===== src/rtl/spi_master_byte.sv =====
// Byte-wide SPI master, mode 3 (CPOL=1, CPHA=1), MSB first.
// Frame: LEAD, 8 SCLK low/high pairs, TRAIL, then a deselect GAP; every phase lasts CLK_DIV sysClk cycles.
module spi_master_byte #(
  parameter int CLK_DIV = 8
) (
  input  logic       sysClk,
  input  logic       usrReset,
  input  logic       txStart,
  input  logic [7:0] tx,
  output logic       txReady,
  output logic [7:0] rx,
  output logic       rxValid,
  output logic       SCLK,
  output logic       MOSI,
  input  logic       MISO,
  output logic       SS
);

  typedef enum logic [2:0] {
    IDLE,
    LEAD,
    SHIFT,
    TRAIL,
    GAP
  } state_t;

  localparam logic [7:0] PHASE_LAST = 8'(CLK_DIV - 1);

  state_t     state_q, state_d;
  logic [7:0] phase_q, phase_d;
  logic [2:0] bit_q, bit_d;
  logic [6:0] tx_sh_q, tx_sh_d;
  logic [6:0] rx_sh_q, rx_sh_d;
  logic [7:0] rx_q, rx_d;
  logic       sclk_q, sclk_d;
  logic       ss_q, ss_d;
  logic       mosi_q, mosi_d;
  logic       ready_q, ready_d;
  logic       valid_q, valid_d;
  logic       phase_end;
  logic       accept;

  assign phase_end = (phase_q == PHASE_LAST);
  // The end of GAP doubles as an accept slot so a held txStart streams frames with no idle cycle.
  assign accept = txStart && ((state_q == IDLE) || ((state_q == GAP) && phase_end));

  always_ff @(posedge sysClk or posedge usrReset) begin
    if (usrReset) begin
      state_q <= IDLE;
      phase_q <= 8'd0;
      bit_q   <= 3'd0;
      tx_sh_q <= 7'd0;
      rx_sh_q <= 7'd0;
      rx_q    <= 8'h00;
      sclk_q  <= 1'b1;
      ss_q    <= 1'b1;
      mosi_q  <= 1'b0;
      ready_q <= 1'b1;
      valid_q <= 1'b0;
    end else begin
      state_q <= state_d;
      phase_q <= phase_d;
      bit_q   <= bit_d;
      tx_sh_q <= tx_sh_d;
      rx_sh_q <= rx_sh_d;
      rx_q    <= rx_d;
      sclk_q  <= sclk_d;
      ss_q    <= ss_d;
      mosi_q  <= mosi_d;
      ready_q <= ready_d;
      valid_q <= valid_d;
    end
  end

  always_comb begin
    state_d = state_q;
    phase_d = phase_end ? 8'd0 : phase_q + 8'd1;
    bit_d   = bit_q;
    tx_sh_d = tx_sh_q;
    rx_sh_d = rx_sh_q;
    rx_d    = rx_q;
    sclk_d  = sclk_q;
    ss_d    = ss_q;
    mosi_d  = mosi_q;
    ready_d = ready_q;
    valid_d = 1'b0;

    case (state_q)
      IDLE: begin
        phase_d = 8'd0;
        ready_d = 1'b1;
      end
      LEAD: begin
        if (phase_end) begin
          sclk_d  = 1'b0;
          state_d = SHIFT;
        end
      end
      SHIFT: begin
        if (phase_end) begin
          if (sclk_q) begin
            sclk_d  = 1'b0;
            mosi_d  = tx_sh_q[6];
            tx_sh_d = {tx_sh_q[5:0], 1'b0};
          end else begin
            // Rising edge: MISO has been stable since the slave's falling-edge update.
            sclk_d  = 1'b1;
            rx_sh_d = {rx_sh_q[5:0], MISO};
            bit_d   = bit_q + 3'd1;
            if (bit_q == 3'd7) begin
              rx_d    = {rx_sh_q, MISO};
              valid_d = 1'b1;
              state_d = TRAIL;
            end
          end
        end
      end
      TRAIL: begin
        if (phase_end) begin
          ss_d    = 1'b1;
          mosi_d  = 1'b0;
          state_d = GAP;
        end
      end
      GAP: begin
        if (phase_end) begin
          ready_d = 1'b1;
          state_d = IDLE;
        end
      end
      default: begin
        state_d = IDLE;
      end
    endcase

    if (accept) begin
      tx_sh_d = tx[6:0];
      mosi_d  = tx[7];
      ss_d    = 1'b0;
      ready_d = 1'b0;
      phase_d = 8'd0;
      bit_d   = 3'd0;
      state_d = LEAD;
    end
  end

  assign txReady = ready_q;
  assign rx      = rx_q;
  assign rxValid = valid_q;
  assign SCLK    = sclk_q;
  assign MOSI    = mosi_q;
  assign SS      = ss_q;

endmodule

===== config.mk =====
export PLATFORM = sky130hd
export DESIGN_NAME = spi_master_byte
export DESIGN_NICKNAME = d
export VERILOG_FILES = /design/src/rtl/spi_master_byte.sv
export SDC_FILE = /design/constraint.sdc
export NUM_CORES = 1
export LEC_CHECK = 0
export CAP_MARGIN = 20
export CORE_MARGIN = 2
export CORE_UTILIZATION = 40
export CTS_BUF_LIST = sky130_fd_sc_hd__clkbuf_8 sky130_fd_sc_hd__clkbuf_16
export DETAILED_ROUTE_END_ITERATION = 8
export GPL_ROUTABILITY_DRIVEN = 0
export SLEW_MARGIN = 10
export SYNTH_ARGS = -nofsm -noshare
export SYNTH_HDL_FRONTEND = slang
export SYNTH_SLANG_ARGS = --single-unit
export TNS_END_PERCENT = 50

===== constraint.sdc =====
create_clock -name sysClk -period 2.4 [get_ports sysClk]
set_input_delay 0.48 -clock sysClk [delete_from_list [all_inputs] [get_ports sysClk]]
set_output_delay 0.48 -clock sysClk [all_outputs]
set_load 0.005 [all_outputs]

==> summary.txt <==
Global route
  – Largest net degree at the start of global routing: 42
  – First-pass GRT wire length: 5.89 mm
  – Grt total ovfl: 0
  – Vias in the first global route: 1297
  – All-Layer GR Usage: 0.145
  – Initial antenna violation count: 0

STA
  – Fin. max-slew vios: 0
  – Final hold vios: 0
  – Fin crit period: 2.04 ns
  – Clk_skew: 0.0125 ns
  – FMAX: 0.489 GHz
  – RSZ-0062 raised after global routing: false
  – Setup_tns: 0 ns
  – Tcrit/Tclk final: 0.852
  – Worst Tran Pin Value: 0.585 ns
  – Worst slew margin: 0.607
  – Final Setup Violations: 0

Clock tree
  – Post-CTS sizing: 0
  – Post-CTS Hold Fix Bufs: 0
  – Post-CTS Setup Bufs: 0
  – CTS clock-pin slew for the worst setup and hold paths: 0.09 ns
  – Insertion delay to the later sink of the worst-skew pair: 0.30 ns
  – CTS tree: built
  – Root Buffer: clkbuf_8
  – CTS H-tree depth: 2
  – Max Root-Sink Buffers: 2
  – Clk sinks: 41
  – TritonCTS buffer count: 5

Detailed routing
  – Met3 WL post-DR: 193 microns
  – Post-DRT Antenna Nets: 0
  – Drt total wl: 3.49 mm
  – Highest Signal Layer: met4
  – Starting DRT DRC Count: 90
  – Vias: 1332
  – Via density: 5.50
  – Metal-1 WL: 1.62 mm
  – Post-route DRC: 0
  – DR pass1 iterations: 4
  – Routed WL per cell: 14.4 microns
  – Routed wl met2: 1.61 mm

Worst setup path
  – CP Max Fanout: 8
  – WP data required: 2.58 ns
  – Critical path class: reg -> reg
  – Worst EP arrival: 2.23 ns
  – CP Launch Type: register
  – CP endpoint kind: register

Floorplan
  – Initial Utilization: 0.418
  – Die X: 71.9 microns
  – Die Ht: 71.9 microns
  – # IOs: 25
  – Die Area: 5180 sq um
  – Row count: 24
  – Core area: 4410 sq um

Synthesis
  – Mapped cell area: 1850 sq um
  – Top cells by area, synth: dfrtp_1, mux2_2, dfstp_2
  – Syn Inst Count: 158
  – Post-synth EDFFs: 0
  – Leading area contributor after synthesis: dfrtp_1
  – #FFs+latches synth: 41
  – Post-synthesis sequential area ratio: 0.558
  – Post-synth ARST share: 1.00
  – Number of library cell types mapped by synthesis: 37
  – Syn Nets: 173
  – Syn avg cell area: 11.7 sq um
  – Most frequent cells after synthesis: dfrtp_1, mux2_2, nor2_1
  – Synthesis warning total: 0
  – Top-count cell post-synth: dfrtp_1
  – Area share of the largest cell type after synthesis: 0.515
  – Primary FF master, synth: dfrtp_1

Place
  – HPWL after DPL: 2.48 mm
  – IO buf count: 24
  – DP Cell Count: 234

Pwr
  – Worst VDD drop: 401 uV
  – Power Dens Cells: 970 nW/um^2
  – Leak: 1.03 nW

Cells and area
  – Antenna diode count: 0
  – Final Util: 0.516
  – Synth-to-layout area growth: 23.2%
  – Final nets: 204
  – Layout cells sized above 1: 0.168
  – Fillers: 383
  – Final instance count without filler cells: 242

Run
  – Max Cap Viol: 0

Worst hold path
  – Tightest Hold Check Type: reg -> reg

Run status
  – Status: finished clean
[flip-flops by register name, indices dropped and copies added (netlist names)]
| register | cells |
|---|---|
| rx | 8 |
| rx_sh_q | 7 |
| SS | 1 |
| bit_q | 3 |
| rxValid | 1 |
| phase_q | 8 |
| state_q | 3 |
| SCLK | 1 |
| tx_sh_q | 7 |
| MOSI | 1 |
| txReady | 1 |
[cell usage in the layout, fill, tap and decap left out, types with 2 or more instances in the layout]
| master | n |
|---|---|
| a21o_1 | 2 |
| a21oi_1 | 8 |
| a221o_1 | 2 |
| and3_1 | 5 |
| buf_4 | 3 |
| clkbuf_8 | 5 |
| clkdlybuf4s50_1 | 24 |
| dfrtp_1 | 38 |
| dfstp_2 | 3 |
| ha_1 | 3 |
| inv_1 | 3 |
| mux2_2 | 15 |
| mux2i_1 | 4 |
| nand2_1 | 7 |
| nand2b_1 | 3 |
| nand3_1 | 9 |
| nor2_1 | 15 |
| nor3_1 | 8 |
| o21ai_0 | 5 |
| xnor2_1 | 2 |
| xor2_1 | 6 |
[final cells by class]
class | instances | area, sq um | area share
clock buffer | 5 | 68.8 | 0.0302
clock inverter | 3 | 46.3 | 0.0203
inverter | 3 | 11.3 | 0.00495
multi-input combinational | 111 | 792 | 0.348
sequential | 41 | 1030 | 0.452
tap | 52 | 65.1 | 0.0286
timing repair buffer | 27 | 263 | 0.115
[worst paths after layout]
check / endpoint / from / cells after the start / slack, ns
max in group asynchronous: txReady$_DFFE_PP1P_ / usrReset / 3 / 1.42
worst min-delay path: phase_q[0]$_DFF_PP0_ / phase_q[0]$_DFF_PP0_ / 1 / 0.46
worst max-delay path: tx_sh_q[6]$_DFFE_PP0P_ / phase_q[0]$_DFF_PP0_ / 5 / 0.36
min in group asynchronous: MOSI$_DFFE_PP0P_ / usrReset / 3 / 0.61
worst min register to register: phase_q[0]$_DFF_PP0_ / phase_q[0]$_DFF_PP0_ / 1 / 0.46
worst max register to register: tx_sh_q[6]$_DFFE_PP0P_ / phase_q[0]$_DFF_PP0_ / 5 / 0.36
[cells by family (layout without fill, tap and decap cells)]
family                   after synthesis  after routing  share of synthesized area
AND/OR/NAND/NOR                       57             57                      0.172
AO/OA/AOI/OAI                         23             23                     0.0793
adder cells (fa/ha/maj)                3              3                     0.0203
XOR/XNOR                               8              8                     0.0379
buffers and inverters                  6             38                     0.0135
flip-flops                            41             41                      0.558
multiplexers                          20             20                      0.119
[report_power, final]
| part | internal (W) | total, W | switching, W |
|---|---|---|---|
| Sequential | 0.000887 | 0.00106 | 0.000171 |
| Combinational | 0.000298 | 0.000595 | 0.000297 |
| Clock | 0.000311 | 0.000554 | 0.000243 |
| Total | 0.00150 | 0.00221 | 0.000711 |
[critical path, stage by stage (launching register included)]
cell and delay, ns:
dfrtp_1 0.36, ha_1 0.25, nand4bb_1 0.26, nor4_4 0.62
a21oi_1 0.12, a221o_1 0.33
[through the flow]
| stage | total power (W) | hold slack [ns] | setup WS (ns) | cell area [sq um] |
|---|---|---|---|---|
| floorplan | 0.00146 | 0.424 | 0.580 | 1850 |
| global placement | 0.00164 | 0.435 | 0.430 | 2160 |
| detailed placement | 0.00167 | 0.448 | 0.328 | 2160 |
| CTS | 0.00224 | 0.458 | 0.340 | 2280 |
| global route | 0.00234 | 0.496 | 0.224 | 2280 |
| finish | 0.00221 | 0.456 | 0.356 | 2280 |
[routing by layer]
layer / vias up / track usage
li1: 626 / -
met1: 660 / 0.186
met2: 38 / 0.231
met3: 8 / 0.0472
met4: 0 / 0.0545
met5: - / 0
(Power assumes the default switching activity.)
